[config.mk]
export PLATFORM = sky130hd
export DESIGN_NAME = i_mem_responder_flat
export DESIGN_NICKNAME = d
export VERILOG_FILES = /design/src/rtl/i_mem_responder_if.sv /design/src/rtl/i_mem_responder.sv /design/src/flat_wrapper.sv
export SDC_FILE = /design/constraint.sdc
export NUM_CORES = 1
export LEC_CHECK = 0
export BUFFER_PORTS_ARGS = -buffer_cell sky130_fd_sc_hd__buf_2
export CAP_MARGIN = 20
export CORE_UTILIZATION = 52
export CTS_BUF_LIST = sky130_fd_sc_hd__clkbuf_8 sky130_fd_sc_hd__clkbuf_16
export DETAILED_ROUTE_END_ITERATION = 6
export GPL_TIMING_DRIVEN = 0
export HOLD_SLACK_MARGIN = 0.06
export PLACE_DENSITY = 0.8
export SLEW_MARGIN = 20
export SYNTH_ARGS = -nofsm -noshare
export SYNTH_HDL_FRONTEND = slang
export SYNTH_SLANG_ARGS = --single-unit
[constraint.sdc]
create_clock -name clk -period 2.8 [get_ports clk]
set_input_delay 0.42 -clock clk [delete_from_list [all_inputs] [get_ports clk]]
set_output_delay 0.42 -clock clk [all_outputs]
set_load 0.03 [all_outputs]
[src/rtl/i_mem_responder_if.sv]
// Cache-side refill port of the instruction-memory responder.
// master = i-cache miss port, slave = i_mem_responder.
interface i_mem_responder_if #(
  parameter int A_WIDTH = 32
);
  logic [A_WIDTH-1:0] s_a;
  logic               s_strobe;
  logic [31:0]        s_dout;
  logic               s_ready;

  modport master (output s_a, output s_strobe, input s_dout, input s_ready);
  modport slave  (input s_a, input s_strobe, output s_dout, output s_ready);
endinterface

[src/rtl/i_mem_responder.sv]
// Instruction-memory responder for the i-cache refill port.
// Accepts a miss request, inserts WAIT_CYCLES wait states, issues one
// synchronous memory read and returns the word with a one-cycle s_ready.
// A request the cache withdraws (strobe drop or address change) is abandoned.
// Optional: define IMEM_RANGE_CHECK_EN to add out-of-range detection and the
// sticky range_err output; without it addresses alias modulo 2^MEM_AW words.
//
// state | meaning
// IDLE  | waiting for s_strobe; latches the request address
// WAIT  | counting down wait states
// READ  | mem_en high for one cycle
// CAPT  | memory data arrives; captured into the response register
// RESP  | s_dout valid; s_ready pulses if the request is still presented
module i_mem_responder #(
  parameter int          A_WIDTH     = 32,
  parameter int          MEM_AW      = 14,
  parameter int          WAIT_CYCLES = 2,
  parameter logic [31:0] BASE_ADDR   = 32'hBFC0_0000
) (
  input  logic              clk,
  input  logic              rst,
  i_mem_responder_if.slave  s,
  output logic              mem_en,
  output logic [MEM_AW-1:0] mem_addr,
  input  logic [31:0]       mem_rdata
`ifdef IMEM_RANGE_CHECK_EN
  ,
  output logic              range_err
`endif
);

  typedef enum logic [2:0] {
    ST_IDLE,
    ST_WAIT,
    ST_READ,
    ST_CAPT,
    ST_RESP
  } state_t;

  localparam logic [A_WIDTH-1:0] BASE_A   = A_WIDTH'(BASE_ADDR);
  localparam logic [7:0]         CNT_INIT = (WAIT_CYCLES > 0) ? 8'(WAIT_CYCLES - 1) : 8'd0;

  state_t             state;
  logic [A_WIDTH-1:0] a_q;
  logic [7:0]         cnt;
  logic [31:0]        dout_q;

  logic [A_WIDTH-1:0] diff_in;
  logic [A_WIDTH-1:0] diff_q;
  logic [MEM_AW-1:0]  off_in;
  logic [MEM_AW-1:0]  off_q;
  logic               oor_in;
  logic               oor_q;
  logic               abort;
  logic               unused_bits;

  // Word offsets of the incoming and the latched address relative to BASE_ADDR
  assign diff_in = s.s_a - BASE_A;
  assign diff_q  = a_q - BASE_A;
  assign off_in  = diff_in[MEM_AW+1:2];
  assign off_q   = diff_q[MEM_AW+1:2];

`ifdef IMEM_RANGE_CHECK_EN
  assign oor_in = (s.s_a < BASE_A) || ((diff_in >> (MEM_AW + 2)) != '0);
  assign oor_q  = (a_q < BASE_A) || ((diff_q >> (MEM_AW + 2)) != '0);
`else
  assign oor_in = 1'b0;
  assign oor_q  = 1'b0;
`endif

  // Byte-lane bits and (without range checking) the aliased high bits are dropped
  assign unused_bits = ^{diff_in[1:0], diff_q[1:0],
                         diff_in[A_WIDTH-1:MEM_AW+2], diff_q[A_WIDTH-1:MEM_AW+2]};

  // The cache withdraws a request by dropping strobe or moving to another address
  assign abort = !s.s_strobe || (s.s_a != a_q);

  // Sequencer: request latch, wait-state countdown, single read, capture
  always_ff @(posedge clk) begin
    if (rst) begin
      state    <= ST_IDLE;
      a_q      <= '0;
      cnt      <= '0;
      mem_en   <= 1'b0;
      mem_addr <= '0;
      dout_q   <= '0;
`ifdef IMEM_RANGE_CHECK_EN
      range_err <= 1'b0;
`endif
    end else begin
      mem_en <= 1'b0;
      case (state)
        ST_IDLE: begin
          if (s.s_strobe) begin
            a_q <= s.s_a;
            if (WAIT_CYCLES > 0) begin
              state <= ST_WAIT;
              cnt   <= CNT_INIT;
            end else begin
              state    <= ST_READ;
              mem_en   <= !oor_in;
              mem_addr <= off_in;
            end
          end
        end
        ST_WAIT: begin
          if (abort) begin
            state <= ST_IDLE;
          end else if (cnt == 8'd0) begin
            state    <= ST_READ;
            mem_en   <= !oor_q;
            mem_addr <= off_q;
          end else begin
            cnt <= cnt - 8'd1;
          end
        end
        ST_READ: begin
          state <= abort ? ST_IDLE : ST_CAPT;
        end
        ST_CAPT: begin
          if (abort) begin
            state <= ST_IDLE;
          end else begin
            state  <= ST_RESP;
            // Out-of-range fetches return a NOP instead of memory data
            dout_q <= oor_q ? 32'h0000_0000 : mem_rdata;
`ifdef IMEM_RANGE_CHECK_EN
            if (oor_q) begin
              range_err <= 1'b1;
            end
`endif
          end
        end
        ST_RESP: begin
          state <= ST_IDLE;
        end
        default: begin
          state <= ST_IDLE;
        end
      endcase
    end
  end

  // s_ready is qualified live so a request withdrawn during RESP gets no pulse
  assign s.s_ready = (state == ST_RESP) && s.s_strobe && (s.s_a == a_q);
  assign s.s_dout  = dout_q;

endmodule

[src/flat_wrapper.sv]
// flat-port wrapper written by rule: the top's interface ports become plain ports
module i_mem_responder_flat 
#(
  parameter int          A_WIDTH     = 32,
  parameter int          MEM_AW      = 14,
  parameter int          WAIT_CYCLES = 2,
  parameter logic [31:0] BASE_ADDR   = 32'hBFC0_0000
)
  (clk, rst, mem_en, mem_addr, mem_rdata, s_s_a, s_s_strobe, s_s_dout, s_s_ready);
  i_mem_responder_if #(.A_WIDTH(A_WIDTH)) s_i ();
  input  logic clk;
  input  logic rst;
  output logic mem_en;
  output logic [MEM_AW-1:0] mem_addr;
  input  logic [31:0] mem_rdata;
  input wire logic [$bits(s_i.s_a)-1:0] s_s_a;
  input wire logic [$bits(s_i.s_strobe)-1:0] s_s_strobe;
  output wire logic [$bits(s_i.s_dout)-1:0] s_s_dout;
  output wire logic [$bits(s_i.s_ready)-1:0] s_s_ready;
  assign s_i.s_a = s_s_a;
  assign s_i.s_strobe = s_s_strobe;
  assign s_s_dout = s_i.s_dout;
  assign s_s_ready = s_i.s_ready;
  i_mem_responder #(.A_WIDTH(A_WIDTH), .MEM_AW(MEM_AW), .WAIT_CYCLES(WAIT_CYCLES), .BASE_ADDR(BASE_ADDR)) u_core (.clk(clk), .rst(rst), .s(s_i), .mem_en(mem_en), .mem_addr(mem_addr), .mem_rdata(mem_rdata));
endmodule
# Word level (Yosys, flattened, before mapping)
# Index checks and enable logic that the tools add are counted.
[classes]
mul = 0
n_reduce_logical = 13
eq_ne = 10
n_bitwise = 2
n_mux = 11
order_cmp = 0
shifts = 0
n_div = 0
add_sub_neg = 2
[ops]
columns = ["operator", "count"]
rows = [
  ["$eq A32 B32 Y1", 1],
  ["$ne A32 B32 Y1", 1],
  ["$mux W8", 3],
  ["$pmux W8 S2", 1],
  ["$sub A16 B1 Y16 const B", 1],
  ["$mux W3", 4],
  ["$pmux W3 S4", 1],
  ["$logic_not A8 Y1", 1],
  ["$sub A8 B1 Y8 const B", 1],
  ["$eq A3 B2 Y1 const B", 2],
  ["$ne A2 B2 Y1 const B", 3],
  ["$reduce_and A2 Y1", 3],
  ["$reduce_and A4 Y1", 1],
  ["$eq A3 B1 Y1 const B", 1],
  ["$eq A3 B3 Y1 const B", 1],
  ["$logic_not A3 Y1", 1],
  ["$ne A3 B1 Y1 const B", 1],
  ["$reduce_and A3 Y1", 1],
  ["$reduce_or A3 Y1", 1],
  ["$logic_and A1 B1 Y1", 2],
  ["$mux W2", 1],
  ["$not A1 Y1", 2],
  ["$reduce_bool A2 Y1", 1],
  ["$logic_not A1 Y1", 1],
  ["2 further kinds", 2],
]
[totals]
word_cells = 44
in_bits = 67
mem_count = 0
ff_bits = 90
latch_bits = 0
ram_bits = 0
output_inout_bits = 48
rom_bits = 0

# Longest topological paths before layout
# Gate-level depths: netlist of the first run.
[logic_depth]
depth_word = 4
ltp_mapped = 8
depth_no_buf = 6

# Least setup slack after synthesis of the first run
# Ideal clock, no wire load.
[synth_timing]
kind = "input to output"
start = "in s_s_a[18]"
end = "out s_s_ready"
stages = 7
path_buffers = 2
setup_slack_ps = 371
arrival_time_ps = 2009
required_time_ps = 2380
cell_sequence = "nor2b_1 a2111oi_4 and3_4 and4_1 clkbuf_1 buf_2 and3_1"
[synth_via]
elab_chain_cells = 2
[synth_rtl]
columns = ["item", "line", "source"]
rows = [
  ["start: declaration", "flat_wrapper.sv:16", "input wire logic [$bits(s_i.s_a)-1:0] s_s_a;"],
  ["$eq A32 B32 Y1", "i_mem_responder.sv:145", "assign s.s_ready = (state == ST_RESP) && s.s_strobe && (s.s_a == a_q);"],
  ["$logic_and A1 B1 Y1", "i_mem_responder.sv:145", ""],
  ["end: declaration", "flat_wrapper.sv:19", "output wire logic [$bits(s_i.s_ready)-1:0] s_s_ready;"],
]
# Every way passes these cells.

# Final worst setup path of the first run
[layout_timing]
start = "reg u_core.a_q[3]"
end = "out s_s_ready"
[layout_via]
elab_chain_cells = 2
[layout_rtl]
columns = ["item", "line", "source"]
rows = [
  ["start: declaration", "i_mem_responder.sv:44", "logic [A_WIDTH-1:0] a_q;"],
  ["start signal: assignment", "i_mem_responder.sv:95", "a_q <= s.s_a;"],
  ["$eq A32 B32 Y1", "i_mem_responder.sv:145", ""],
  ["$logic_and A1 B1 Y1", "i_mem_responder.sv:145", ""],
]
# Every way passes these cells.

==> results of run 1 <==
logic make-up (layout without fill, tap and decap cells):
family          count (synthesis)  in the layout  share of synthesized area, %
simple gates                  183            183                         24.00
compound gates                152            152                         22.25
flops                          90             90                         44.08
buf+inv                        54            187                         5.387
xor+xnor                       16             16                         3.428
fa+ha+maj                       2              2                        0.6121
mux                             1              1                        0.2449
final cells by class:
cell class	instances	area (um2)	area share, %
Multi-Input combinational cell	354	2090	41.47
Sequential cell	90	1802	35.76
Timing Repair Buffer	118	603.1	11.97
Buffer	41	173.9	3.452
Clock buffer	9	123.9	2.458
Tap cell	99	123.9	2.458
Clock inverter	7	77.57	1.540
Inverter	12	45.04	0.8940
final timing paths:
path                   from             endpoint  cells after the start
max           u_core.a_q[3]            s_s_ready                      6
min           mem_rdata[13]  u_core.s.s_dout[13]                      3
max reg2reg  u_core.a_q[21]  u_core.s.s_dout[26]                      9
min reg2reg  u_core.a_q[27]       u_core.a_q[27]                      2
critical path, delay by kind of cell (launching register included):
kind / cells / cell delay, ns
simple gates: 3 / 0.73
buf+inv: 2 / 0.38
flops: 1 / 0.37
compound gates: 1 / 0.52
power groups by stage:
stage               clock network [W]  logic (W)  registers [W]
floorplan                           0   0.000152        0.00135
global placement                    0   0.000243        0.00136
detailed placement                  0   0.000249        0.00136
CTS                          0.000918   0.000251        0.00133
global route                 0.000975   0.000282        0.00134
finish                       0.000912   0.000255        0.00133
stage by stage:
step           hold WS (ns)  instances  power (W)
2_1_floorplan        0.4363        498   0.001507
3_3_place_gp         0.4438        711   0.001603
3_5_place_dp         0.4526        711   0.001611
4_1_cts              0.2856        727   0.002501
5_1_grt              0.2827        730   0.002593
6_report             0.2935        730   0.002500
synthesized netlist by cell type, types with 2 or more instances:
master	instances	area share (%)
a2111oi_4	2	1.3
a21oi_1	80	9.8
and2_1	2	0.31
and3_1	3	0.46
and4_1	2	0.43
buf_2	2	0.24
buf_6	2	0.55
clkbuf_1	38	3.5
dfxtp_1	90	44
ha_1	2	0.61
inv_1	11	1.0
nand2_1	71	6.5
nand2b_1	13	2.0
nand3_1	37	4.5
nand3b_1	2	0.37
nand4_1	18	2.8
nor2_1	5	0.46
nor2b_1	6	0.92
nor3_1	4	0.49
nor4_1	3	0.46
o2111ai_1	3	0.64
o211ai_1	5	0.92
o211ai_2	4	1.2
o21ai_0	47	5.8
o311ai_0	3	0.64
or3_1	3	0.46
xnor2_1	16	3.4
layer usage:
metal / vias to the layer above / part of all wire, %
met3: 24 / 5.4
met5: - / 0
met2: 151 / 49
met1: 1922 / 43
met4: 0 / 2.8
li1: 2019 / -
state kept, by name (all words and copies together) (netlist names):
register         cells
u_core.mem_en        1
u_core.s.s_dout     32
u_core.mem_addr     14
u_core.cnt           8
u_core.state         3
u_core.a_q          32
repair_timing:
item,4_1_cts,5_1_grt
setup buffers,1,3
resized for setup,3,3
pin swaps,3,4
setup endpoints to repair,1,1
==> qor.csv, run 1 <==
stage,metric,value,unit
sta,tightestPinTransition,0.9105,ns
pwr,power_density,496.2,nW/um2
clocking,cts_htree_levels,3,
clocking,cts_tree,yes,
clocking,cts-root-buf,clkbuf_8,
sta,fmax,360.2,MHz
floorplanning,die_area,8219,um2
sta,drv_slew,0,
synth,yosysWarnings,0,
clocking,cts_inserted_buffers,9,
detailed_routing,remaining_drc_errors,0,
global_routing,gr-usage-met1,33.16,%
detailed_routing,via_count,4116,
synth,synth-seq-cells,90,
pwr,intPower,0.001834,W
detailed_routing,antenna_left,0,
clocking,clkTransAtPathRegs,0.10,ns
global_routing,grt_use_total,26.58,%
critical_path,critical_path_class,flip-flop to output port,
place,place_congestion,0.8605,
critical_path,crit_path_start_kind,flip-flop,
global_routing,antenna_found_initial,0,
floorplanning,io-pin-count,115,
synth,synthFlopType,dfxtp_1,
cells_and_area,final_common_cell,buf_2,
global_routing,grt-ovfl-total,0,
pwr,switching_share,26.66,%
floorplanning,core-area,7408,um2
global_routing,grt_busiest_layer,met2,
floorplanning,start_util,55.18,%
detailed_routing,via_per_inst,5.638,
place,postPlaceCellArea,4782,um2
detailed_routing,drtIter0Drc,219,
status,status,finished clean,
synth,synth-edff-count,0,
cells_and_area,drive_gt1_share,24.88,%
pwr,p_leak,2.003,nW
critical_path,path_cells,a222oi_1 > and3_4 > and4_4 > buf_4 > and3_1 > clkbuf_4,
critical_path,slowest_delay,0.52,ns
place,hpwl,7.967,mm
flow_run,drv_cap,0,
cells_and_area,layout_common_cells,"buf_2, dfxtp_1, a21oi_1",
floorplanning,die_h,90.66,um
pwr,vdd_drop_max,329.3,uV
critical_path,worstSetupEndpointType,output port,
sta,post-route-min-period,2.776,ns
pwr,p_switching,0.0006665,W
critical_path,cp.required,2.38,ns
global_routing,grt_max_degree,17,
sta,rsz0062_at_grt,no,
place,io_buffer_count,114,
synth,synth.avg_cell_area,8.208,um2
critical_path,crit_path_top_delay_cell,a222oi_1,
global_routing,grt_pass1_vias,3715,
cells_and_area,nFillCells,630,
sta,slew_headroom,39.17,%
global_routing,grt_pass1_wl,17.44,mm
synth,ys_types,51,
critical_path,critical_path.max_fanout,10,
sta,setup_tns,0,ns
cells_and_area,diodes,0,
sta,fin_crit_sh,99.16,%
clocking,clk_latency,0.37,ns
pwr,seqPwrFrac,53.3,%
sta,setup_viol,0,
detailed_routing,wl_per_cell,14.82,um
pwr,p_clk_share,36.5,%
clocking,cts-hold-fix-buffers,0,
cells_and_area,fin_util,68.01,%
min_path,hold_path_class,input pin to flip-flop,
clocking,cts_max_path_buffers,2,
pwr,combPwrFrac,10.2,%
critical_path,worst-r2r-setup-slack,0.43,ns
synth,syn_nets,567,
synth,ys_seq_area_share,44.08,%
cells_and_area,final_area,5039,um2
floorplanning,rows,31,
clocking,cts.sinks,90,
synth,postSynthCellCount,498,
synth,async_flop_share,0,%
global_routing,use_met3,4.293,%
detailed_routing,firstDrtPassIters,5,
cells_and_area,final_nets,695,
sta,hold_viol,0,
critical_path,cp.arrival,2.36,ns
detailed_routing,wl,10.82,mm
cells_and_area,syn_to_final_growth,23.26,%
place,pre_cts_slack,-0.03630,ns
sta,skew,0.01232,ns
synth,syn_area,4088,um2
floorplanning,die_w,90.66,um
global_routing,gr-usage-met2,45.14,%
sta,timing.final.ws_setup,0.02362,ns
Note: power is estimated with default switching activity, not from simulation.
==> run 2: changes to the inputs <==
==> constraint.sdc (replaced) <==
create_clock -name clk -period 2.8 [get_ports clk]
set_input_delay 0.42 -clock clk [delete_from_list [all_inputs] [get_ports clk]]
set_output_delay 0.42 -clock clk [all_outputs]
set_load 0.02 [all_outputs]
==> run 2 against run 1 <==
Total power grew 0.19%; combinational power hardly changed; via count decreased by 0.22%; cell count is 0.27% lower; fmax grew 0.13%; sequential cell count did not move; non-clock buffer count decreased by 2; die area is the same; first-iteration DRC count shrank 9.6%; design area fell by 0.35%; clock power increased by 0.5%; critical path type unchanged; largest power group unchanged.
==> qor.csv, run 2 (same netlist as run 1, synthesis figures left out) <==
stage,metric,value,unit,change
status,status,finished clean,,unchanged
critical_path,cp.arrival,2.35,ns,was 2.36 ns
critical_path,critical_path_class,flip-flop to output port,,unchanged
critical_path,slowest_delay,0.52,ns,about the same
sta,hold_viol,0,,unchanged
cells_and_area,fin_cells,728,,was 730
floorplanning,die_h,90.66,um,unchanged
detailed_routing,wl,10.74,mm,was 10.82 mm
global_routing,grt-ovfl-total,0,,unchanged
detailed_routing,remaining_drc_errors,0,,unchanged
cells_and_area,multiInputGateArea,2090,um2,unchanged
flow_run,drv_cap,0,,unchanged
critical_path,crit_path_start_kind,flip-flop,,unchanged
sta,fmax,360.6,MHz,was 360.2 MHz
cells_and_area,nFillCells,631,,was 630
global_routing,grt_pass1_wl,17.44,mm,unchanged
cells_and_area,layout_common_cells,"buf_2, dfxtp_1, a21oi_1",,unchanged
place,pre_cts_slack,-0.002968,ns,was -0.03630 ns
critical_path,path_cells,a222oi_1 > and3_4 > and4_4 > buf_4 > and3_1 > buf_2,,was a222oi_1 > and3_4 > and4_4 > buf_4 > and3_1 > clkbuf_4
place,io_buffer_count,114,,unchanged
sta,rsz0062_at_grt,no,,unchanged
sta,timing.final.ws_setup,0.02715,ns,was 0.02362 ns
place,place_congestion,0.8605,,unchanged
clocking,clkTransAtPathRegs,0.10,ns,about the same
clocking,cts_max_path_buffers,2,,unchanged
sta,drv_slew,0,,unchanged
place,hpwl,7.967,mm,unchanged
critical_path,cp.required,2.38,ns,about the same
sta,setup_viol,0,,unchanged
cells_and_area,syn_to_final_growth,22.83,%,was 23.26%
cells_and_area,final_nets,693,,was 695
floorplanning,die_area,8219,um2,unchanged
cells_and_area,regArea,1802,um2,unchanged
sta,tightestPinTransition,0.8877,ns,was 0.9105 ns
global_routing,antenna_found_initial,0,,unchanged
critical_path,critical_path.max_fanout,10,,unchanged
cells_and_area,final_common_cell,buf_2,,unchanged
clocking,clk_latency,0.37,ns,about the same
place,dp_cells,711,,unchanged
sta,fin_crit_sh,99.03,%,was 99.16%
global_routing,grt_pass1_vias,3715,,unchanged
floorplanning,start_util,55.18,%,unchanged
min_path,hold_path_class,input pin to flip-flop,,unchanged
cells_and_area,fin_util,67.78,%,was 68.01%
sta,slew_headroom,40.69,%,was 39.17%
floorplanning,die_w,90.66,um,unchanged
detailed_routing,firstDrtPassIters,5,,unchanged
global_routing,grt_use_total,26.58,%,unchanged
cells_and_area,drive_gt1_share,24.64,%,was 24.88%
floorplanning,core-area,7408,um2,unchanged
detailed_routing,wl_per_cell,14.75,um,was 14.82 um
pwr,vdd_drop_max,330.1,uV,was 329.3 uV
clocking,cts-hold-fix-buffers,0,,unchanged
clocking,cts_tree,yes,,unchanged
sta,skew,0.01367,ns,was 0.01232 ns
cells_and_area,diodes,0,,unchanged
sta,post-route-min-period,2.773,ns,was 2.776 ns
detailed_routing,via_per_inst,5.641,,was 5.638
clocking,cts.sinks,90,,unchanged
clocking,cts-root-buf,clkbuf_8,,unchanged
floorplanning,io-pin-count,115,,unchanged
clocking,cts_inserted_buffers,9,,unchanged
critical_path,crit_path_top_delay_cell,a222oi_1,,unchanged
detailed_routing,via_count,4107,,was 4116
detailed_routing,antenna_left,0,,unchanged
pwr,p_leak,1.993,nW,was 2.003 nW
global_routing,grt_max_degree,17,,unchanged
pwr,power_density,498.9,nW/um2,was 496.2 nW/um2
floorplanning,rows,31,,unchanged
critical_path,worstSetupEndpointType,output port,,unchanged
clocking,cts_htree_levels,3,,unchanged
detailed_routing,drtIter0Drc,198,,was 219
[run 2: per-layer routing]
| layer | GRT usage (%) | wire (um) | part of all wire [%] |
|---|---|---|---|
| met5 | 0 | 0 | 0 |
| met1 | 33.16 | 4571 | 43 |
| met4 | 11.56 | 309 | 2.9 |
| met3 | 4.293 | 602 | 5.6 |
| met2 | 45.14 | 5255 | 49 |
[run 2: what timing repair did]
action / 4_1_cts / 5_1_grt
hold endpoints to repair: 0 / 0
setup buffers: 1 / 1
setup endpoints to repair: 1 / 1
gates resized for setup: 3 / 2
pin swaps: 2 / 4
[run 2: critical path: cells and delay by family (launching register included)]
kind / cells / cell delay [ns]
simple gates: 3 / 0.74
buf+inv: 2 / 0.36
flops: 1 / 0.37
compound gates: 1 / 0.52
[run 2: cell type report]
type / instances / area share, %
inverter: 12 / 0.8971
timing repair buffer: 116 / 11.66
clock buffer: 9 / 2.467
sequential: 90 / 35.88
clock inverter: 7 / 1.545
tap: 99 / 2.467
multi-input combinational: 354 / 41.61
buffer: 41 / 3.464
[run 2: path summary, 6_finish.rpt]
kind / start / end / slack (ns) / cells after the start
setup / recovery: u_core.a_q[3] / s_s_ready / 0.03 / 6
hold / removal: mem_rdata[8] / u_core.s.s_dout[8] / 0.29 / 3
setup reg to reg: u_core.a_q[3] / u_core.s.s_dout[26] / 0.44 / 7
hold reg to reg: u_core.a_q[27] / u_core.a_q[27] / 0.47 / 2
[run 2: stage by stage]
step           hold WS [ns]  total power (W)    TNS, ns  instance area [um2]
3_5_place_dp         0.4526         0.001611  -0.002968                 4782
4_1_cts              0.2856         0.002501          0                 4997
5_1_grt              0.2827         0.002593          0                 5021
2_1_floorplan        0.4363         0.001507          0                 4088
6_report             0.2920         0.002505          0                 5021
3_3_place_gp         0.4438         0.001603          0                 4782
[run 2: power by group]
part           switching (W)  internal (W)
Sequential         0.0000244       0.00131
Combinational       0.000150      0.000105
Clock               0.000497      0.000420
